--- config.mk ---
export PLATFORM = sky130hd
export DESIGN_NAME = pattern_sync_rx
export DESIGN_NICKNAME = d
export VERILOG_FILES = /design/src/rtl/pattern_sync_rx.sv
export SDC_FILE = /design/constraint.sdc
export NUM_CORES = 1
export LEC_CHECK = 0
export BUFFER_PORTS_ARGS = -buffer_cell sky130_fd_sc_hd__buf_4
export CORE_MARGIN = 2
export CORE_UTILIZATION = 35
export CTS_BUF_LIST = sky130_fd_sc_hd__clkbuf_4 sky130_fd_sc_hd__clkbuf_8
export DETAILED_ROUTE_END_ITERATION = 8
export SYNTH_ARGS = -nofsm -noshare
export SYNTH_HDL_FRONTEND = slang
export SYNTH_SLANG_ARGS = --single-unit
--- constraint.sdc ---
create_clock -name clk -period 2.2 [get_ports clk]
set_input_delay 0.11 -clock clk [delete_from_list [all_inputs] [get_ports clk]]
set_output_delay 0.11 -clock clk [all_outputs]
set_load 0.02 [all_outputs]
--- src/rtl/pattern_sync_rx.sv ---
// Serial frame-pattern synchroniser: searches, verifies and tracks an 8-bit repeating pattern.
// Optional saturating bit-error counter enabled by defining ERR_CNT_EN.
module pattern_sync_rx #(
  parameter logic [7:0]  PATTERN     = 8'b1011_0011,
  parameter int unsigned LOCK_FRAMES = 2,
  parameter int unsigned LOSS_FRAMES = 3
) (
  input  logic       clk,
  input  logic       rst,
  input  logic       din,
  input  logic       err_clr,
  output logic       locked,
  output logic [2:0] phase,
  output logic       frame_start,
  output logic       bit_err,
  output logic [7:0] err_cnt
);

  typedef enum logic [1:0] {SEARCH = 2'd0, VERIFY = 2'd1, LOCK = 2'd2} state_t;

  localparam logic [3:0] LOCK_N = 4'(LOCK_FRAMES);
  localparam logic [3:0] LOSS_N = 4'(LOSS_FRAMES);

  state_t     state_q, state_d;
  logic [7:0] sr_q, sr_d;
  logic [3:0] fill_q, fill_d;
  logic [2:0] ph_q, ph_d;
  logic [3:0] good_q, good_d;
  logic [3:0] bad_q, bad_d;
  logic       ferr_q, ferr_d;
  logic       locked_q, locked_d;
  logic [2:0] phase_q, phase_d;
  logic       fs_q, fs_d;
  logic       be_q, be_d;
  logic       mismatch_s;

  // ph_q is the frame position of the sample arriving on this edge
  assign mismatch_s = din != PATTERN[3'd7 - ph_q];

  // next-state logic for alignment FSM, counters and outputs
  always_comb begin
    sr_d    = {sr_q[6:0], din};
    fill_d  = (fill_q == 4'd8) ? fill_q : fill_q + 4'd1;
    state_d = state_q;
    ph_d    = ph_q;
    good_d  = good_q;
    bad_d   = bad_q;
    ferr_d  = ferr_q;
    be_d    = 1'b0;
    case (state_q)
      SEARCH: begin
        if (fill_d == 4'd8 && sr_d == PATTERN) begin
          state_d = VERIFY;
          ph_d    = 3'd0;
          good_d  = 4'd0;
        end else begin
          state_d = SEARCH;
        end
      end
      VERIFY: begin
        ph_d = ph_q + 3'd1;
        if (mismatch_s) begin
          state_d = SEARCH;
        end else if (ph_q == 3'd7) begin
          good_d = good_q + 4'd1;
          if (good_d == LOCK_N) begin
            state_d = LOCK;
            bad_d   = 4'd0;
            ferr_d  = 1'b0;
          end else begin
            state_d = VERIFY;
          end
        end else begin
          state_d = VERIFY;
        end
      end
      LOCK: begin
        ph_d = ph_q + 3'd1;
        be_d = mismatch_s;
        if (ph_q == 3'd7) begin
          ferr_d = 1'b0;
          if (ferr_q || mismatch_s) begin
            bad_d = bad_q + 4'd1;
            if (bad_d == LOSS_N) begin
              state_d = SEARCH;
            end else begin
              state_d = LOCK;
            end
          end else begin
            bad_d = 4'd0;
          end
        end else begin
          ferr_d = ferr_q | mismatch_s;
        end
      end
      default: state_d = SEARCH;
    endcase
    locked_d = (state_d == LOCK);
    phase_d  = locked_d ? ph_q : 3'd0;
    fs_d     = locked_d && (ph_q == 3'd0);
  end

  // state and output registers
  always_ff @(posedge clk or posedge rst) begin
    if (rst) begin
      state_q  <= SEARCH;
      sr_q     <= 8'd0;
      fill_q   <= 4'd0;
      ph_q     <= 3'd0;
      good_q   <= 4'd0;
      bad_q    <= 4'd0;
      ferr_q   <= 1'b0;
      locked_q <= 1'b0;
      phase_q  <= 3'd0;
      fs_q     <= 1'b0;
      be_q     <= 1'b0;
    end else begin
      state_q  <= state_d;
      sr_q     <= sr_d;
      fill_q   <= fill_d;
      ph_q     <= ph_d;
      good_q   <= good_d;
      bad_q    <= bad_d;
      ferr_q   <= ferr_d;
      locked_q <= locked_d;
      phase_q  <= phase_d;
      fs_q     <= fs_d;
      be_q     <= be_d;
    end
  end

  assign locked      = locked_q;
  assign phase       = phase_q;
  assign frame_start = fs_q;
  assign bit_err     = be_q;

`ifdef ERR_CNT_EN
  logic [7:0] err_cnt_q, err_cnt_d;

  // clear has priority over a coincident error
  always_comb begin
    if (err_clr) begin
      err_cnt_d = 8'd0;
    end else if (be_d && err_cnt_q != 8'd255) begin
      err_cnt_d = err_cnt_q + 8'd1;
    end else begin
      err_cnt_d = err_cnt_q;
    end
  end

  // error counter register
  always_ff @(posedge clk or posedge rst) begin
    if (rst) begin
      err_cnt_q <= 8'd0;
    end else begin
      err_cnt_q <= err_cnt_d;
    end
  end

  assign err_cnt = err_cnt_q;
`else
  logic err_clr_unused;
  assign err_clr_unused = err_clr;
  assign err_cnt        = 8'd0;
`endif

endmodule
==> results.sh, run 1 <==
export IMPL_hpwlAfterDp_mm=2.34
export IMPL_antenna_found_initial=0
export IMPL_h_tree_depth=2
export IMPL_cts_buffers=5
export IMPL_ys_seq_area_frac=0.439
export IMPL_synthesis_area_um2=1770
export IMPL_fin_crit_ns=2.09
export IMPL_reg2reg_from="ph_q[0]"
export IMPL_wire_per_inst_um=12.4
export IMPL_grt_max_degree=32
export IMPL_gp_congestion=0.825
export IMPL_clkTransAtPathRegs_ns=0.06
export IMPL_grt_pass1_vias=1241
export IMPL_layout_drive_gt1_share=0.205
export IMPL_async_flop_share=1.00
export IMPL_p_leak_uw=0.000976
export IMPL_cts_sinks=31
export IMPL_grt_usage=0.138
export IMPL_start_kind="flip-flop"
export IMPL_synth_seq_cells=31
export IMPL_syn_avg_cell_area_um2=10.2
export IMPL_crit_type="reg -> reg"
export IMPL_synth_edf_count=0
export IMPL_power_switching_uw=547
export IMPL_dr_pass1_iters=4
export IMPL_p_total_uw=1600
export IMPL_p_per_area_nw_per_um2=760
export IMPL_hold_path_class="reg -> reg"
export IMPL_ant_nets=0
export IMPL_cts_tree="done"
export IMPL_start_util=0.369
export IMPL_die_h_um=75.0
export IMPL_min_from="sr_q[0]"
export IMPL_ys_warn_count=0
export IMPL_pwr_share_clk=0.277
export IMPL_rsz0062_at_grt="true"
export IMPL_hold_viol_final=0
export IMPL_path_delay_family="simple AND/OR/NAND/NOR gates"
export IMPL_cts_root_buf="clkbuf_8"
export IMPL_startpoint="ph_q[0]"
export IMPL_cp_end_kind="flip-flop"
export IMPL_drt_iter0_drc=81
export IMPL_dieWidth_um=75.0
export IMPL_rows=25
export IMPL_synthToLayoutAreaGrowth_pct=19.1
export IMPL_coreArea_um2=4790
export IMPL_die_area_um2=5630
export IMPL_via_count=1281
export IMPL_p_seq_frac=0.431
export IMPL_required_ns=2.38
export IMPL_synth_top_area_frac=0.439
export IMPL_path_max_fanout=6
export IMPL_fin_hold_ws_ns=0.370
export IMPL_switching_share=0.342
export IMPL_yosys_area_top_type="dfrtp_1"
export IMPL_drv_slew=0
export IMPL_cp_cell_sequence="ha_1 -> nor2b_1 -> or3_1 -> a31oi_1 -> a2bb2oi_1 -> o211ai_1 -> buf_4 -> nor3_1"
export IMPL_ir_drop_v=0.000634
export IMPL_grt_overflow_total=0
export IMPL_nets=217
export IMPL_critPathArrivalTime_ns=2.27
export IMPL_finalSetupViolations=0
export IMPL_diodes=0
export IMPL_period_share=0.949
export IMPL_p_int_uw=1050
export IMPL_synth_main_ff_cell="dfrtp_1"
export IMPL_max_freq_mhz=479
export IMPL_drt_total_wl_mm=3.30
export IMPL_insertion_delay_ns=0.28
export IMPL_drc=0
export IMPL_maxCapViolCount=0
export IMPL_slowest_stage="dfrtp_1"
export IMPL_netlist_instances=174
export IMPL_crit_buf_inv=1
export IMPL_viasPerCell=4.80
export IMPL_synth_area_top_cells="dfrtp_1 44%, ha_1 9.9%, buf_4 3.4%"
export IMPL_grt_pass1_wl_mm=5.77
export IMPL_fillCellCount=454
export IMPL_slowest_delay_ns=0.40
export IMPL_comb_power_share=0.292
export IMPL_clock_path_buffers=2
export IMPL_port_buffers=8
export IMPL_synth_cell_types=50
export IMPL_status="finished, final reports clean"
export IMPL_final_setup_skew_ns=0.00270
export IMPL_ios=18
-- repair_timing --
action	4_1_cts	5_1_grt
endpoints found under the hold margin	32	0
hold buffers	2	0
gates resized for setup	0	9
setup endpoints to repair	0	19
buffers inserted	0	1
-- final cells by class --
| cell class | instances | area [um^2] | area share |
|---|---|---|---|
| multi-input cells | 126 | 940 | 0.447 |
| inverters | 14 | 52.6 | 0.0250 |
| clock buffers | 6 | 76.3 | 0.0363 |
| repair buffers | 21 | 163 | 0.0773 |
| well taps | 67 | 83.8 | 0.0399 |
| flip-flops and latches | 31 | 776 | 0.369 |
| clock inverters | 2 | 12.5 | 0.00595 |
-- synth_stat cells, types with 2 or more instances --
library cell  count
or3_1             2
a21oi_1           3
nand2_1          13
o21ai_0           5
nand2b_1          4
mux2i_1           2
and2_1            7
inv_1            14
and4bb_2          2
ha_1             14
nand4_1           2
buf_4             8
nor4_1            2
nor2b_1           2
dfrtp_1          31
nor2_1            9
nor3_1            6
a31oi_1           2
nor4b_1           3
nor3b_1           2
nand3_1           9
a211o_1           4
-- through the flow --
stage / cell area [um^2] / instances / TNS (ns) / worst slack, ns / utilization
after floorplan: 1790 / 181 / 0 / 0.198 / -
after global placement: 1940 / 256 / 0 / 0.0813 / 0.406
after detailed placement: 1940 / 256 / 0 / 0.0267 / 0.406
after CTS: 2050 / 266 / 0 / 0.00689 / 0.429
after global routing: 2100 / 267 / -0.0766 / -0.0380 / 0.439
final: 2100 / 267 / 0 / 0.112 / 0.439
-- cell families after synthesis --
group	count (synthesis)	share of synthesized area
and+or+nand+nor	71	0.237
DFF	31	0.439
AOI/OAI and AO/OA	29	0.132
buffers and inverters	24	0.0687
adders and majority gates	14	0.0992
xor gates and xnor gates	2	0.00992
muxes	2	0.0113
other	1	0.00212
-- power by group through the flow --
stage	Combinational [uW]	Sequential, uW	Clock [uW]
after CTS	436	687	462
final	467	690	443
after global routing	534	700	494
after floorplan	320	692	0
after global placement	424	696	0
after detailed placement	431	697	0
-- cell usage in the layout, fill, tap and decap left out, types with 2 or more instances in the layout --
cell type / synthesis / routed
a211o_1: 4 / 4
a21oi_1: 3 / 3
a31oi_1: 2 / 2
and2_1: 7 / 7
and4bb_2: 2 / 2
buf_4: 8 / 19
clkbuf_8: 0 / 5
conb_1: 1 / 8
dfrtp_1: 31 / 31
dlygate4sd3_1: 0 / 2
ha_1: 14 / 14
inv_1: 14 / 14
mux2i_1: 2 / 2
nand2_1: 13 / 13
nand2b_1: 4 / 4
nand3_1: 9 / 9
nand4_1: 2 / 2
nor2_1: 9 / 9
nor2b_1: 2 / 2
nor3_1: 6 / 6
nor3b_1: 2 / 2
nor4_1: 2 / 2
nor4b_1: 3 / 2
nor4b_2: 1 / 2
o21ai_0: 5 / 4
o21ai_1: 1 / 2
or3_1: 2 / 2
-- final timing paths --
path	to	slack (ns)	cells after the start
min in group asynchronous	sr_q[4]	0.48	4
min reg2reg	sr_q[1]	0.37	0
min	sr_q[1]	0.37	0
max in group asynchronous	phase[2]	1.44	4
max	phase[2]	0.11	8
max reg2reg	phase[2]	0.11	8
-- flip-flops by register name (all words and copies together) (netlist names) --
| name | cells |
|---|---|
| bad_q | 4 |
| ph_q | 3 |
| sr_q | 7 |
| ferr_q | 1 |
| phase | 3 |
| locked | 1 |
| bit_err | 1 |
| state_q | 2 |
| frame_start | 1 |
| good_q | 4 |
| fill_q | 4 |
-- metal layers --
layer,routed length [um],GRT usage
met4,29,0.0476
met3,131,0.0442
met1,1570,0.183
met5,0,0
met2,1570,0.212
(Power assumes the default switching activity.)
==> inputs of run 2 (changes only) <==
--- a/config.mk
+++ b/config.mk
@@ -7,9 +7,10 @@
 export LEC_CHECK = 0
 export BUFFER_PORTS_ARGS = -buffer_cell sky130_fd_sc_hd__buf_4
 export CORE_MARGIN = 2
-export CORE_UTILIZATION = 35
+export CORE_UTILIZATION = 40
 export CTS_BUF_LIST = sky130_fd_sc_hd__clkbuf_4 sky130_fd_sc_hd__clkbuf_8
 export DETAILED_ROUTE_END_ITERATION = 8
+export PLACE_DENSITY = 0.7
 export SYNTH_ARGS = -nofsm -noshare
 export SYNTH_HDL_FRONTEND = slang
 export SYNTH_SLANG_ARGS = --single-unit
==> run 2 against run 1 <==
Effect of this change:
- die area decreased by 12%
- utilization rose by 5.3 points
- highest routed layer unchanged
- setup slack lost 0.041 ns
- sequential share of layout area down 0.20 points
- non-clock buffer count is 2 lower
- sequential power about the same
- clock power rose by 1%
- count of clock-buffer cells in the layout is the same
- maximum frequency shrank 1.9%
- register-to-register slack got worse by 0.04 ns
- clock skew is 0.0031 ns higher
==> results.sh, run 2 (same netlist as run 1, synthesis figures left out) <==
export IMPL_status="finished, final reports clean"
export IMPL_required_ns=2.39
export IMPL_cp_depth=7
export IMPL_clock_path_buffers=2
export IMPL_p_leak_uw=0.000972
export IMPL_h_tree_depth=2
export IMPL_cp_end_kind="flip-flop"
export IMPL_final_setup_skew_ns=0.00582
export IMPL_slowest_delay_ns=0.40
export IMPL_start_kind="flip-flop"
export IMPL_drt_total_wl_mm=3.42
export IMPL_grt_usage=0.145
export IMPL_final_core_utilization=0.492
export IMPL_crit_type="reg -> reg"
export IMPL_cts_sinks=31
export IMPL_ios=18
export IMPL_coreArea_um2=4290
export IMPL_grt_busiest_layer="met2"
export IMPL_preCtsSetupSlack_ns=0.0359
export IMPL_rr_worst_depth=7
export IMPL_port_buffers=8
export IMPL_finalSetupViolations=0
export IMPL_cp_cell_sequence="ha_1 -> nor2b_2 -> or3_4 -> a31oi_4 -> a2bb2oi_2 -> o211ai_1 -> nor4b_2"
export IMPL_nets=215
export IMPL_fillCellCount=402
export IMPL_drv_slew=0
export IMPL_wire_per_inst_um=13.7
export IMPL_dr_pass1_iters=4
export IMPL_r2r_setup_slack_ns=0.07
export IMPL_antenna_found_initial=0
export IMPL_cts_buffers=5
export IMPL_multi_input_area_um2=986
export IMPL_p_seq_frac=0.419
export IMPL_synthToLayoutAreaGrowth_pct=19.7
export IMPL_stdcell_count=249
export IMPL_critPathArrivalTime_ns=2.31
export IMPL_insertion_delay_ns=0.28
export IMPL_largest_register_ffs=7
export IMPL_diodes=0
export IMPL_fin_crit_ns=2.13
export IMPL_final_cell_mix="31 x dfrtp_1, 17 x buf_4, 13 x nand2_1, 13 x inv_1, 13 x ha_1"
export IMPL_ant_nets=0
export IMPL_fin_ws_ns=0.0711
export IMPL_hold_path_class="reg -> reg"
export IMPL_pwr_share_clk=0.272
export IMPL_clkTransAtPathRegs_ns=0.06
export IMPL_regMostFlops="sr_q"
export IMPL_period_share=0.968
export IMPL_drc=0
export IMPL_power_switching_uw=566
export IMPL_maxCapViolCount=0
export IMPL_die_h_um=70.5
export IMPL_start_util=0.411
export IMPL_finalSetupTns_ns=0
export IMPL_grtUsageMet1=0.177
export IMPL_relSlewSlack=0.602
export IMPL_via_count=1317
export IMPL_whs_path_depth=0
export IMPL_p_total_uw=1650
export IMPL_grt_util_met3=0.0476
export IMPL_final_common_cell="dfrtp_1"
export IMPL_path_delay_family="simple AND/OR/NAND/NOR gates"
export IMPL_hpwlAfterDp_mm=2.28
export IMPL_max_freq_mhz=470
export IMPL_p_int_uw=1080
export IMPL_dp_cells=238
export IMPL_drt_iter0_drc=59
export IMPL_grtUsageMet2=0.237
export IMPL_hold_viol_final=0
export IMPL_layout_drive_gt1_share=0.234
export IMPL_register_area_um2=776
export IMPL_switching_share=0.343
export IMPL_ir_drop_v=0.000579
export IMPL_viasPerCell=5.29
export IMPL_comb_power_share=0.309
export IMPL_cts_tree="done"
export IMPL_grt_pass1_wl_mm=5.62
export IMPL_dieWidth_um=70.5
export IMPL_grt_pass1_vias=1287
export IMPL_gp_congestion=0.778
export IMPL_path_max_fanout=6
export IMPL_grt_max_degree=32
export IMPL_crit_buf_inv=0
export IMPL_rsz0062_at_grt="true"
export IMPL_rows=24
export IMPL_die_area_um2=4960
export IMPL_p_per_area_nw_per_um2=781
export IMPL_tightest_slew_ns=0.595
export IMPL_cts_root_buf="clkbuf_8"
export IMPL_grt_overflow_total=0
export IMPL_slowest_stage="dfrtp_1"
==> run 2: final timing paths <==
path	start	to
worst max-delay path	ph_q[0]	frame_start
worst min-delay path	sr_q[0]	sr_q[1]
worst max register to register	ph_q[0]	frame_start
worst min register to register	sr_q[0]	sr_q[1]
max in group asynchronous	rst	ferr_q
min in group asynchronous	rst	fill_q[3]
==> run 2: power by group through the flow <==
stage	Sequential [uW]	Combinational, uW	Clock, uW
5_1_grt	702	561	486
3_5_place_dp	698	414	0
3_3_place_gp	695	411	0
6_report	692	510	449
2_1_floorplan	692	320	0
4_1_cts	688	417	461
==> run 2: repair_timing <==
item	in CTS	in global routing
setup buffers	0	2
hold endpoints to repair	32	0
hold buffers	2	0
endpoints found under the setup margin	0	17
gates resized for setup	0	18
==> run 2: final cells by class <==
| class | instances | share of cell area |
|---|---|---|
| flip-flops and latches | 31 | 0.367 |
| multi-input cells | 126 | 0.466 |
| clock inverters | 1 | 0.00237 |
| inverters | 14 | 0.0249 |
| clock buffers | 6 | 0.0391 |
| well taps | 52 | 0.0308 |
| repair buffers | 19 | 0.0698 |
==> run 2: worst reg2reg max path: cells and delay by family (launching register included) <==
family	cells	cell delay, ns
flip-flops	1	0.40
adder cells (fa/ha/maj)	1	0.20
AND/OR/NAND/NOR	3	0.90
AO/OA/AOI/OAI	3	0.55
==> run 2: routing by layer <==
| layer | vias up | part of all wire | wire, um |
|---|---|---|---|
| met3 | 5 | 0.035 | 118 |
| met4 | 0 | 0.012 | 42 |
| met1 | 645 | 0.46 | 1560 |
| met2 | 19 | 0.50 | 1690 |
| met5 | - | 0 | 0 |
| li1 | 648 | - | - |
==> run 2: through the flow <==
| stage | hold WS, ns | instance area, um^2 |
|---|---|---|
| final | 0.370 | 2110 |
| after CTS | 0.372 | 2010 |
| after floorplan | 0.141 | 1790 |
| after detailed placement | 0.217 | 1900 |
| after global placement | 0.209 | 1900 |
| after global routing | 0.374 | 2110 |
